$ cat src/rtl/conv_window_gen.sv
// conv_window_gen: streams raster-order 8-bit pixels and emits 2x2 windows
// (stride 1) for a downstream convolution neuron.
//
// Optional feature macro: WINGEN_ZERO_PAD_EN
//   undefined : a window is emitted only for pixels at row>=1 and col>=1
//   defined   : every pixel emits a window; neighbours in row -1 / col -1
//               read as 8'h00
//
// Window packing: [3]=top-left, [2]=top-right, [1]=bottom-left,
// [0]=bottom-right (the pixel just accepted).
module conv_window_gen #(
    parameter int IMG_WIDTH  = 4,
    parameter int IMG_HEIGHT = 4
) (
    input  logic            clk,
    input  logic            rst,
    input  logic [7:0]      in_pixel,
    input  logic            in_valid,
    input  logic            in_sof,
    output logic            in_ready,
    output logic [3:0][7:0] pixels,
    output logic            out_valid,
    input  logic            out_ready,
    output logic            frame_done
);

    localparam int CW = (IMG_WIDTH  > 1) ? $clog2(IMG_WIDTH)  : 1;
    localparam int RW = (IMG_HEIGHT > 1) ? $clog2(IMG_HEIGHT) : 1;
    localparam logic [CW-1:0] COL_LAST = CW'(IMG_WIDTH - 1);
    localparam logic [RW-1:0] ROW_LAST = RW'(IMG_HEIGHT - 1);

    logic [CW-1:0]   col_q, col_d;
    logic [RW-1:0]   row_q, row_d;
    logic [7:0]      left_cur_q, left_cur_d;
    logic [7:0]      left_up_q, left_up_d;
    logic [3:0][7:0] pixels_q, pixels_d;
    logic            out_valid_q, out_valid_d;
    logic            frame_done_q, frame_done_d;

    // Previous-row storage; never reset because row 0 always rewrites an
    // entry before the row below can read it.
    logic [7:0]      linebuf_q [IMG_WIDTH];

    logic            accept;
    logic [CW-1:0]   pos_col;
    logic [RW-1:0]   pos_row;
    logic [7:0]      lb_rd;
    logic            at_col_last;
    logic            at_row_last;
    logic            win_hit;
    logic [3:0][7:0] win_data;

    // Downstream backpressure gates intake; no bubble when the window drains.
    assign in_ready   = !out_valid_q || out_ready;

    assign pixels     = pixels_q;
    assign out_valid  = out_valid_q;
    assign frame_done = frame_done_q;

    // Position of the pixel on the input this cycle and the window it forms.
    always_comb begin
        accept      = in_valid && in_ready;
        // A start-of-frame pixel is pinned to (0,0) whatever the counters say.
        pos_col     = in_sof ? '0 : col_q;
        pos_row     = in_sof ? '0 : row_q;
        lb_rd       = linebuf_q[pos_col];
        at_col_last = (pos_col == COL_LAST);
        at_row_last = (pos_row == ROW_LAST);
`ifdef WINGEN_ZERO_PAD_EN
        win_hit     = 1'b1;
        win_data[3] = ((pos_row == '0) || (pos_col == '0)) ? 8'h00 : left_up_q;
        win_data[2] = (pos_row == '0) ? 8'h00 : lb_rd;
        win_data[1] = (pos_col == '0) ? 8'h00 : left_cur_q;
        win_data[0] = in_pixel;
`else
        win_hit     = (pos_row != '0) && (pos_col != '0);
        win_data[3] = left_up_q;
        win_data[2] = lb_rd;
        win_data[1] = left_cur_q;
        win_data[0] = in_pixel;
`endif
    end

    // Next-state: raster counters, left-neighbour registers, output window.
    always_comb begin
        col_d        = col_q;
        row_d        = row_q;
        left_cur_d   = left_cur_q;
        left_up_d    = left_up_q;
        pixels_d     = pixels_q;
        out_valid_d  = out_valid_q;
        frame_done_d = 1'b0;

        if (accept) begin
            left_cur_d   = in_pixel;
            left_up_d    = lb_rd;
            frame_done_d = at_col_last && at_row_last;

            if (at_col_last) begin
                col_d = '0;
                row_d = at_row_last ? '0 : pos_row + RW'(1);
            end else begin
                col_d = pos_col + CW'(1);
                row_d = pos_row;
            end

            // A pixel that forms no window still retires the drained one.
            out_valid_d = win_hit;
            if (win_hit) begin
                pixels_d = win_data;
            end
        end else if (out_ready) begin
            out_valid_d = 1'b0;
        end
    end

    // Control and output registers with synchronous reset.
    always_ff @(posedge clk) begin
        if (rst) begin
            col_q        <= '0;
            row_q        <= '0;
            left_cur_q   <= '0;
            left_up_q    <= '0;
            pixels_q     <= '0;
            out_valid_q  <= 1'b0;
            frame_done_q <= 1'b0;
        end else begin
            col_q        <= col_d;
            row_q        <= row_d;
            left_cur_q   <= left_cur_d;
            left_up_q    <= left_up_d;
            pixels_q     <= pixels_d;
            out_valid_q  <= out_valid_d;
            frame_done_q <= frame_done_d;
        end
    end

    // Line buffer: read old entry (above) and overwrite it in the same cycle.
    always_ff @(posedge clk) begin
        if (accept) begin
            linebuf_q[pos_col] <= in_pixel;
        end
    end

endmodule
$ cat config.mk
export PLATFORM = sky130hd
export DESIGN_NAME = conv_window_gen
export DESIGN_NICKNAME = d
export VERILOG_FILES = /design/src/rtl/conv_window_gen.sv
export SDC_FILE = /design/constraint.sdc
export NUM_CORES = 1
export LEC_CHECK = 0
export CORE_UTILIZATION = 55
export DETAILED_ROUTE_END_ITERATION = 6
export GPL_TIMING_DRIVEN = 0
export PLACE_DENSITY = 0.8
export SETUP_SLACK_MARGIN = 0.3
export SLEW_MARGIN = 5
export SYNTH_ARGS = -nofsm -noshare
export SYNTH_HDL_FRONTEND = slang
export SYNTH_SLANG_ARGS = --single-unit
$ cat constraint.sdc
create_clock -name clk -period 5.9 [get_ports clk]
set_input_delay 1.18 -clock clk [delete_from_list [all_inputs] [get_ports clk]]
set_output_delay 1.18 -clock clk [all_outputs]
set_load 0.02 [all_outputs]
==> results of run 1 <==
==> cell families after synthesis <==
| family | count (synthesis) | synth area share, % |
|---|---|---|
| buffers and inverters | 42 | 6.63 |
| flip-flops | 86 | 57.6 |
| multiplexers | 8 | 2.65 |
| AO/OA/AOI/OAI | 125 | 24.0 |
| AND/OR/NAND/NOR | 53 | 9.10 |
==> metrics by stage <==
step / area, sq um / cells / power (mW) / hold slack [ns]
3_5_place_dp: 4090 / 434 / 0.736 / 0.460
2_1_floorplan: 3550 / 314 / 0.705 / 0.443
6_report: 4320 / 450 / 1.18 / 0.470
4_1_cts: 4320 / 450 / 1.18 / 0.472
3_3_place_gp: 4080 / 433 / 0.733 / 0.454
5_1_grt: 4320 / 450 / 1.22 / 0.488
==> registers in the layout (all words and copies together) (netlist names) <==
name,flops
pixels,32
frame_done,1
col_q,2
linebuf_q,32
left_up_q,8
out_valid,1
row_q,2
left_cur_q,8
==> worst paths after layout <==
path	slack [ns]	cells after the start	to	start
setup / recovery	1.80	5	in_ready	out_ready
hold / removal	0.47	2	pixels[25]	pixels[25]
setup reg to reg	3.68	4	linebuf_q[3][5]	out_valid
hold reg to reg	0.47	2	pixels[25]	pixels[25]
==> area by class of cell <==
type	count	area (sq um)	share of cell area [%]
Sequential cell	86	2040	47.3
Inverter	4	15.0	0.348
Buffer	38	220	5.10
Clock inverter	6	93.8	2.17
Timing Repair Buffer	45	448	10.4
Multi-Input combinational cell	186	1270	29.5
Tap cell	75	93.8	2.17
Clock buffer	10	128	2.96
==> per-layer routing <==
| layer | wire length (um) | global-route usage, % | up-vias |
|---|---|---|---|
| li1 | - | - | 1359 |
| met1 | 3950 | 39.2 | 1426 |
| met2 | 4060 | 42.5 | 157 |
| met3 | 525 | 5.93 | 21 |
| met4 | 184 | 12.5 | 0 |
| met5 | 0 | 0 | - |
==> placed cells by master, fill, tap and decap left out, types with 12 or more instances in the layout <==
cell	instances
a311oi_1	17
buf_2	19
clkdlybuf4s50_1	44
dfxtp_1	54
a21oi_1	44
edfxtp_1	32
nand4_1	25
clkbuf_1	12
o31ai_1	26
==> power by group through the flow <==
stage / registers, mW / clock network (mW) / logic [mW]
2_1_floorplan: 0.647 / 0 / 0.0576
3_3_place_gp: 0.649 / 0 / 0.0841
3_5_place_dp: 0.649 / 0 / 0.0868
4_1_cts: 0.636 / 0.460 / 0.0874
5_1_grt: 0.638 / 0.486 / 0.0959
6_report: 0.636 / 0.458 / 0.0889
==> worst min-delay path: cells and delay by family, from the launching register on <==
kind               cells  cell delay [ns]
AOI/OAI and AO/OA      2             0.12
DFF                    1             0.32
==> flow_summary.yaml, run 1 <==
cts:
  htree_levels: 3
  clk_pin_slew_ns: 0.08
  clock_latency_ns: 0.35
  cts-buffers-inserted: 9
  cts_resized: 0
  post-cts-setup-buffers: 0
  hold_buffers: 0
  root_buffer: "clkbuf_8"
  cts.sinks: 86
  cts_tree: "done"
  clock_path_buffers: 2
job:
  cap_viol_max_count: 0
synthesis:
  synth_seq_cells: 86
  synth_common_cells: "54 x dfxtp_1, 44 x a21oi_1, 32 x edfxtp_1"
  synth_ff_type: "dfxtp_1"
  synthesis.area_sq_um: 3550
  synth.area.top_cells: "dfxtp_1 30%, edfxtp_1 27%, a21oi_1 6.2%"
  yosysTopAreaCell: "dfxtp_1"
  syn_area_per_cell_sq_um: 11.3
  synth_top_area_share_pct: 30.5
  synth_edf_count: 32
  yosys.cell_types.count: 38
  yosysWarnings: 0
  synth_nets: 327
  async_flop_share_pct: 0
  seq_area_frac_synth_pct: 57.6
  yosysMostFrequentCell: "dfxtp_1"
  syn_inst: 314
floorplan:
  die_h_um: 82.3
  core_area_sq_um: 6060
  core.rowCount: 28
  start_util_pct: 58.5
  die_w_um: 82.3
  num_io_pins: 48
  dieArea_sq_um: 6770
pwr:
  p_int_uw: 904
  power.share.clock_pct: 38.7
  combPwrFrac_pct: 7.5
  power_density_nw_per_um2: 274
  switchingPower_uw: 279
  ir_drop_mv: 0.208
  power.share.switching_pct: 23.6
  p_leak_nw: 1.39
  seq_power_share_pct: 53.7
drt:
  avgViaCountPerCell: 6.58
  detail_route.wl_per_cell_um: 19.4
  drt_iter0_markers: 229
  drc: 0
  firstDrtPassIters: 5
  drt-total-wl_um: 8720
  routed-via-count: 2963
  postRouteAntennaNets: 0
setup_path:
  critical_path_arrival_ns: 2.92
  crit_path_max_incr_delay_ns: 0.69
  critPathMaxFanout: 10
  critPathBufInv: 4
  crit_top_cell: "clkdlybuf4s50_1"
  start_kind: "input port"
  crit_required_ns: 4.72
  cp_cell_sequence: "clkdlybuf4s50_1, nor2b_1, inv_2, clkbuf_1, clkdlybuf4s50_1"
  crit_type: "input port to primary output"
  critPathSlowestCell: "clkdlybuf4s50_1"
  cp_top_family: "buffers and inverters"
  crit_path_end_kind: "primary output"
timing:
  timing.slew.headroom_pct: 13.8
  rsz0062_at_grt: "no"
  worst_slack_ns: 1.80
  max_freq_mhz: 244
  slew_violations: 0
  clock_skew_ns: 0.00816
  min_period_ns: 4.10
  setup_viol_count_final: 0
  worst_slew_pin_slew_ns: 1.28
  fin_setup_tns_ns: 0
  period_share_pct: 69.5
  hold_viol: 0
min_path:
  hp-class: "flip-flop to flip-flop"
finish:
  drive_above_1_share_pct: 15.5
  syn2layout_area_growth_pct: 21.7
  fill_cells: 443
  final_nets: 383
  diodes: 0
  final_util_pct: 71.2
place:
  io_buffer_count: 44
  place_ws_ns: 1.83
  hpwl_um: 5880
  gp_congestion: 0.890
global_routing:
  grt-ovfl-total: 0
  grt_max_degree: 16
  grt_pass1_wl_um: 13800
  grt_pass1_vias: 2682
  antenna_found_initial: 0
  grt_use_total_pct: 28.2
run_status:
  status: "complete, no violations"
Power figures use the tool's default switching activity.
==> run 2: changes to the inputs <==
--- a/config.mk
+++ b/config.mk
@@ -5,10 +5,10 @@
 export SDC_FILE = /design/constraint.sdc
 export NUM_CORES = 1
 export LEC_CHECK = 0
-export CORE_UTILIZATION = 55
+export CORE_UTILIZATION = 49
 export DETAILED_ROUTE_END_ITERATION = 6
 export GPL_TIMING_DRIVEN = 0
-export PLACE_DENSITY = 0.8
+export PLACE_DENSITY = 0.75
 export SETUP_SLACK_MARGIN = 0.3
 export SLEW_MARGIN = 5
 export SYNTH_ARGS = -nofsm -noshare
==> constraint.sdc (replaced) <==
create_clock -name clk -period 3.3 [get_ports clk]
set_input_delay 0.66 -clock clk [delete_from_list [all_inputs] [get_ports clk]]
set_output_delay 0.66 -clock clk [all_outputs]
set_load 0.02 [all_outputs]
==> flow_summary.yaml, run 2 (synthesized netlist as in run 1, its figures left out) <==
floorplan:
  start_util_pct: 51.3
  die_h_um: 87.1
  dieArea_sq_um: 7580
  core.rowCount: 30
  die_w_um: 87.1
  num_io_pins: 48
  core_area_sq_um: 6910
min_path:
  min_to: "pixels[10]"
  holdCritStartpoint: "pixels[10]"
  whs_path_depth: 2
  hp-class: "flip-flop to flip-flop"
pwr:
  power_density_nw_per_um2: 451
  ir_drop_mv: 0.213
  p_leak_nw: 1.37
timing:
  worst_slack_ns: 0.404
  min_period_ns: 2.90
  rsz0062_at_grt: "no"
  worst_slew_pin_slew_ns: 0.782
  setup_viol_count_final: 0
  timing.slew.headroom_pct: 47.6
  clock_skew_ns: 0.0120
  period_share_pct: 87.8
  max_freq_mhz: 345
  slew_violations: 0
  fin_hold_ws_ns: 0.469
  hold_viol: 0
setup_path:
  worstReg2RegEnd: "linebuf_q[0][5]"
  crit_start: "out_ready"
  reg2reg_setup_slack_ns: 1.42
  critical_path_arrival_ns: 2.24
  critPathSlowestCell: "clkdlybuf4s50_1"
  crit_path_max_incr_delay_ns: 0.65
  crit_required_ns: 2.64
  crit_path_end_kind: "primary output"
  critPathMaxFanout: 10
  rr_worst_depth: 5
  start_kind: "input port"
  r2r-start: "col_q[1]"
  crit_type: "input port to primary output"
  crit_top_cell: "clkdlybuf4s50_1"
  cp_cell_sequence: "clkdlybuf4s50_1, nor2b_1, inv_2, clkbuf_2, clkdlybuf4s50_1"
cts:
  clock_latency_ns: 0.36
  post-cts-setup-buffers: 0
  cts-buffers-inserted: 9
  cts_tree: "done"
  clk_pin_slew_ns: 0.08
  hold_buffers: 0
  root_buffer: "clkbuf_8"
  clock_path_buffers: 2
  htree_levels: 3
  cts.sinks: 86
  cts_resized: 1
drt:
  avgViaCountPerCell: 6.17
  drt_iter0_markers: 285
  drt-total-wl_um: 8680
  detail_route.wl_per_cell_um: 18.4
  postRouteAntennaNets: 0
  firstDrtPassIters: 5
  routed-via-count: 2905
  drc: 0
finish:
  layout_commonest_cell: "dfxtp_1"
  fill_cells: 590
  final_cell_mix: "54 x dfxtp_1, 44 x a21oi_1, 44 x clkdlybuf4s50_1, 32 x edfxtp_1, 26 x o31ai_1"
  syn2layout_area_growth_pct: 21.0
  final_nets: 383
  multi_input_area_sq_um: 1280
  regArea_sq_um: 2040
  final_util_pct: 62.1
  diodes: 0
  drive_above_1_share_pct: 15.5
place:
  hpwl_um: 6040
  gp_congestion: 0.879
  place_ws_ns: 0.261
  io_buffer_count: 44
global_routing:
  grt_use_total_pct: 25.3
  grt_max_degree: 15
  grt-ovfl-total: 0
  grt_pass1_wl_um: 14300
  grt_pass1_vias: 2742
  antenna_found_initial: 0
job:
  cap_viol_max_count: 0
run_status:
  status: "complete, no violations"
-- run 2: critical path, delay by kind of cell --
kind,cells,cell delay (ns)
buf+inv,4,1.51
simple gates,1,0.06
-- run 2: cell type report --
class                      instances  area share [%]
clock buffer                       9            2.89
timing repair buffer              45            10.4
tap                               96            2.80
buffer                            38            5.16
clock inverter                     7           0.962
sequential                        86            47.6
inverter                           4           0.350
multi-input combinational        186            29.8
-- run 2: layer usage --
| layer | track usage [%] | vias to the layer above | part of all wire, % |
|---|---|---|---|
| met4 | 12.4 | 0 | 3.3 |
| met5 | 0 | - | 0 |
| li1 | - | 1360 | - |
| met3 | 3.98 | 28 | 6.3 |
| met2 | 37.7 | 123 | 45 |
| met1 | 35.9 | 1394 | 45 |
-- run 2: how the worst max path moves through the flow --
stage	end	slack (ns)
after global routing	in_ready	0.37
after detailed placement	in_ready	0.26
after CTS	in_ready	0.42
final	in_ready	0.40
after global placement	linebuf_q[2][0]	-0.16
after floorplan	linebuf_q[2][0]	0.86
-- run 2: through the flow --
stage / instances / power (mW) / instance area, sq um / TNS (ns)
after detailed placement: 455 / 1.32 / 4120 / 0
after global placement: 454 / 1.31 / 4110 / -1.30
after floorplan: 314 / 1.26 / 3550 / 0
after CTS: 471 / 1.94 / 4290 / 0
final: 471 / 1.93 / 4290 / 0
after global routing: 471 / 2.00 / 4290 / 0
-- run 2: power breakdown --
group / leakage, nW / total, mW / switching, mW / internal, mW
Sequential: 0.733 / 1.14 / 0.0135 / 1.12
Clock: 0.0779 / 0.638 / 0.372 / 0.266
Combinational: 0.556 / 0.158 / 0.0998 / 0.0586
==> run 3: changes to the inputs <==
--- a/config.mk
+++ b/config.mk
@@ -5,10 +5,10 @@
 export SDC_FILE = /design/constraint.sdc
 export NUM_CORES = 1
 export LEC_CHECK = 0
-export CORE_UTILIZATION = 49
+export CORE_UTILIZATION = 55
 export DETAILED_ROUTE_END_ITERATION = 6
 export GPL_TIMING_DRIVEN = 0
-export PLACE_DENSITY = 0.75
+export PLACE_DENSITY = 0.8
 export SETUP_SLACK_MARGIN = 0.3
 export SLEW_MARGIN = 5
 export SYNTH_ARGS = -nofsm -noshare
==> constraint.sdc (replaced) <==
create_clock -name clk -period 3.4 [get_ports clk]
set_input_delay 0.68 -clock clk [delete_from_list [all_inputs] [get_ports clk]]
set_output_delay 0.68 -clock clk [all_outputs]
set_load 0.02 [all_outputs]
==> flow_summary.yaml, run 3 (synthesized netlist as in run 1, its figures left out) <==
pwr:
  finalPower_mw: 2.05
  ir_drop_mv: 0.357
  power_density_nw_per_um2: 476
  p_leak_nw: 1.40
floorplan:
  dieArea_sq_um: 6770
  start_util_pct: 58.5
  num_io_pins: 48
  die_h_um: 82.3
  core.rowCount: 28
  core_area_sq_um: 6060
  die_w_um: 82.3
global_routing:
  antenna_found_initial: 0
  grt_pass1_vias: 2682
  grt_pass1_wl_um: 13800
  grt_max_degree: 16
  grt-ovfl-total: 0
  grt_use_total_pct: 28.2
setup_path:
  crit_required_ns: 2.72
  worstReg2RegEnd: "linebuf_q[3][5]"
  reg2reg_setup_slack_ns: 1.18
  start_kind: "input port"
  rr_worst_depth: 4
  crit_path_end_kind: "primary output"
  r2r-start: "out_valid"
  critical_path_arrival_ns: 2.24
  crit_type: "input port to primary output"
  critPathMaxFanout: 10
timing:
  fin_hold_ws_ns: 0.470
  hold_viol: 0
  timing.slew.headroom_pct: 13.1
  clock_skew_ns: 0.00684
  setup_viol_count_final: 0
  min_period_ns: 2.92
  max_freq_mhz: 342
  fin_setup_tns_ns: 0
  worst_slew_pin_slew_ns: 1.29
  slew_violations: 0
  period_share_pct: 85.9
  rsz0062_at_grt: "no"
cts:
  post-cts-setup-buffers: 0
  root_buffer: "clkbuf_8"
  cts-buffers-inserted: 9
  clock_path_buffers: 2
  cts.sinks: 86
  clk_pin_slew_ns: 0.09
  htree_levels: 3
  clock_latency_ns: 0.35
  cts_tree: "done"
drt:
  detail_route.wl_per_cell_um: 19.3
  drc: 0
  drt-total-wl_um: 8670
  drt_iter0_markers: 259
  postRouteAntennaNets: 0
  avgViaCountPerCell: 6.58
  firstDrtPassIters: 6
  routed-via-count: 2961
place:
  dp_cells: 434
  gp_congestion: 0.890
  io_buffer_count: 44
  dpl-instance-area_sq_um: 4090
  hpwl_um: 5880
min_path:
  holdCritStartpoint: "pixels[25]"
  min_to: "pixels[25]"
  hp-class: "flip-flop to flip-flop"
  whs_path_depth: 2
finish:
  final_nets: 383
  diodes: 0
  layoutNonFillerInstCount: 450
  final_cell_mix: "54 x dfxtp_1, 44 x a21oi_1, 44 x clkdlybuf4s50_1, 32 x edfxtp_1, 26 x o31ai_1"
  layout_commonest_cell: "dfxtp_1"
  syn2layout_area_growth_pct: 21.7
  fin_area_sq_um: 4320
  drive_above_1_share_pct: 15.7
  fill_cells: 444
job:
  cap_viol_max_count: 0
run_status:
  status: "complete, no violations"
==> run 3: critical path, cell delays in order <==
cell             delay, ns
clkdlybuf4s50_1       0.46
nor2b_1               0.06
inv_2                 0.15
clkbuf_2              0.25
clkdlybuf4s50_1       0.64
==> run 3: layer usage <==
metal  vias to the layer above  part of all wire, %  GRT usage [%]
met5                         -                    0              0
met1                      1432                   45           39.2
met4                         0                  1.8           12.5
met3                        18                  6.7           5.93
li1                       1362                    -              -
met2                       149                   47           42.5
==> run 3: worst max path at each step <==
stage	start	to	slack (ns)	cells past startpoint
2_1_floorplan	in_valid	linebuf_q[2][0]	0.94	4
3_3_place_gp	out_ready	linebuf_q[2][1]	-0.03	5
3_5_place_dp	out_ready	in_ready	0.33	5
4_1_cts	out_ready	in_ready	0.33	5
5_1_grt	out_ready	in_ready	0.41	5
6_report	out_ready	in_ready	0.48	5
==> run 3: area by class of cell <==
class                           instances  area (sq um)  share of cell area [%]
Buffer                                 38           221                    5.13
Clock buffer                           10           128                    2.96
Clock inverter                          6          93.8                    2.17
Inverter                                4          15.0                   0.348
Multi-Input combinational cell        186          1270                    29.5
Sequential cell                        86          2040                    47.3
Tap cell                               75          93.8                    2.17
Timing Repair Buffer                   45           448                    10.4
==> run 3: timing repair <==
| item | in CTS | in global routing |
|---|---|---|
| gates resized for setup | 0 | 2 |
| hold endpoints to repair | 0 | 0 |
| hold buffers | 0 | 0 |
| endpoints found under the setup margin | 0 | 1 |
==> run 3: metrics by stage <==
stage	utilization, %	worst slack [ns]
2_1_floorplan	-	0.937
3_3_place_gp	67.3	-0.0275
3_5_place_dp	67.5	0.334
4_1_cts	71.2	0.330
5_1_grt	71.2	0.412
6_report	71.2	0.479
==> run 3: report_power, final <==
part	total [mW]	internal, mW	leakage, nW	switching (mW)
sequential	1.10	1.09	0.733	0.0120
combinational	0.154	0.0568	0.555	0.0977
clock	0.795	0.421	0.107	0.375
total	2.05	1.57	1.40	0.484
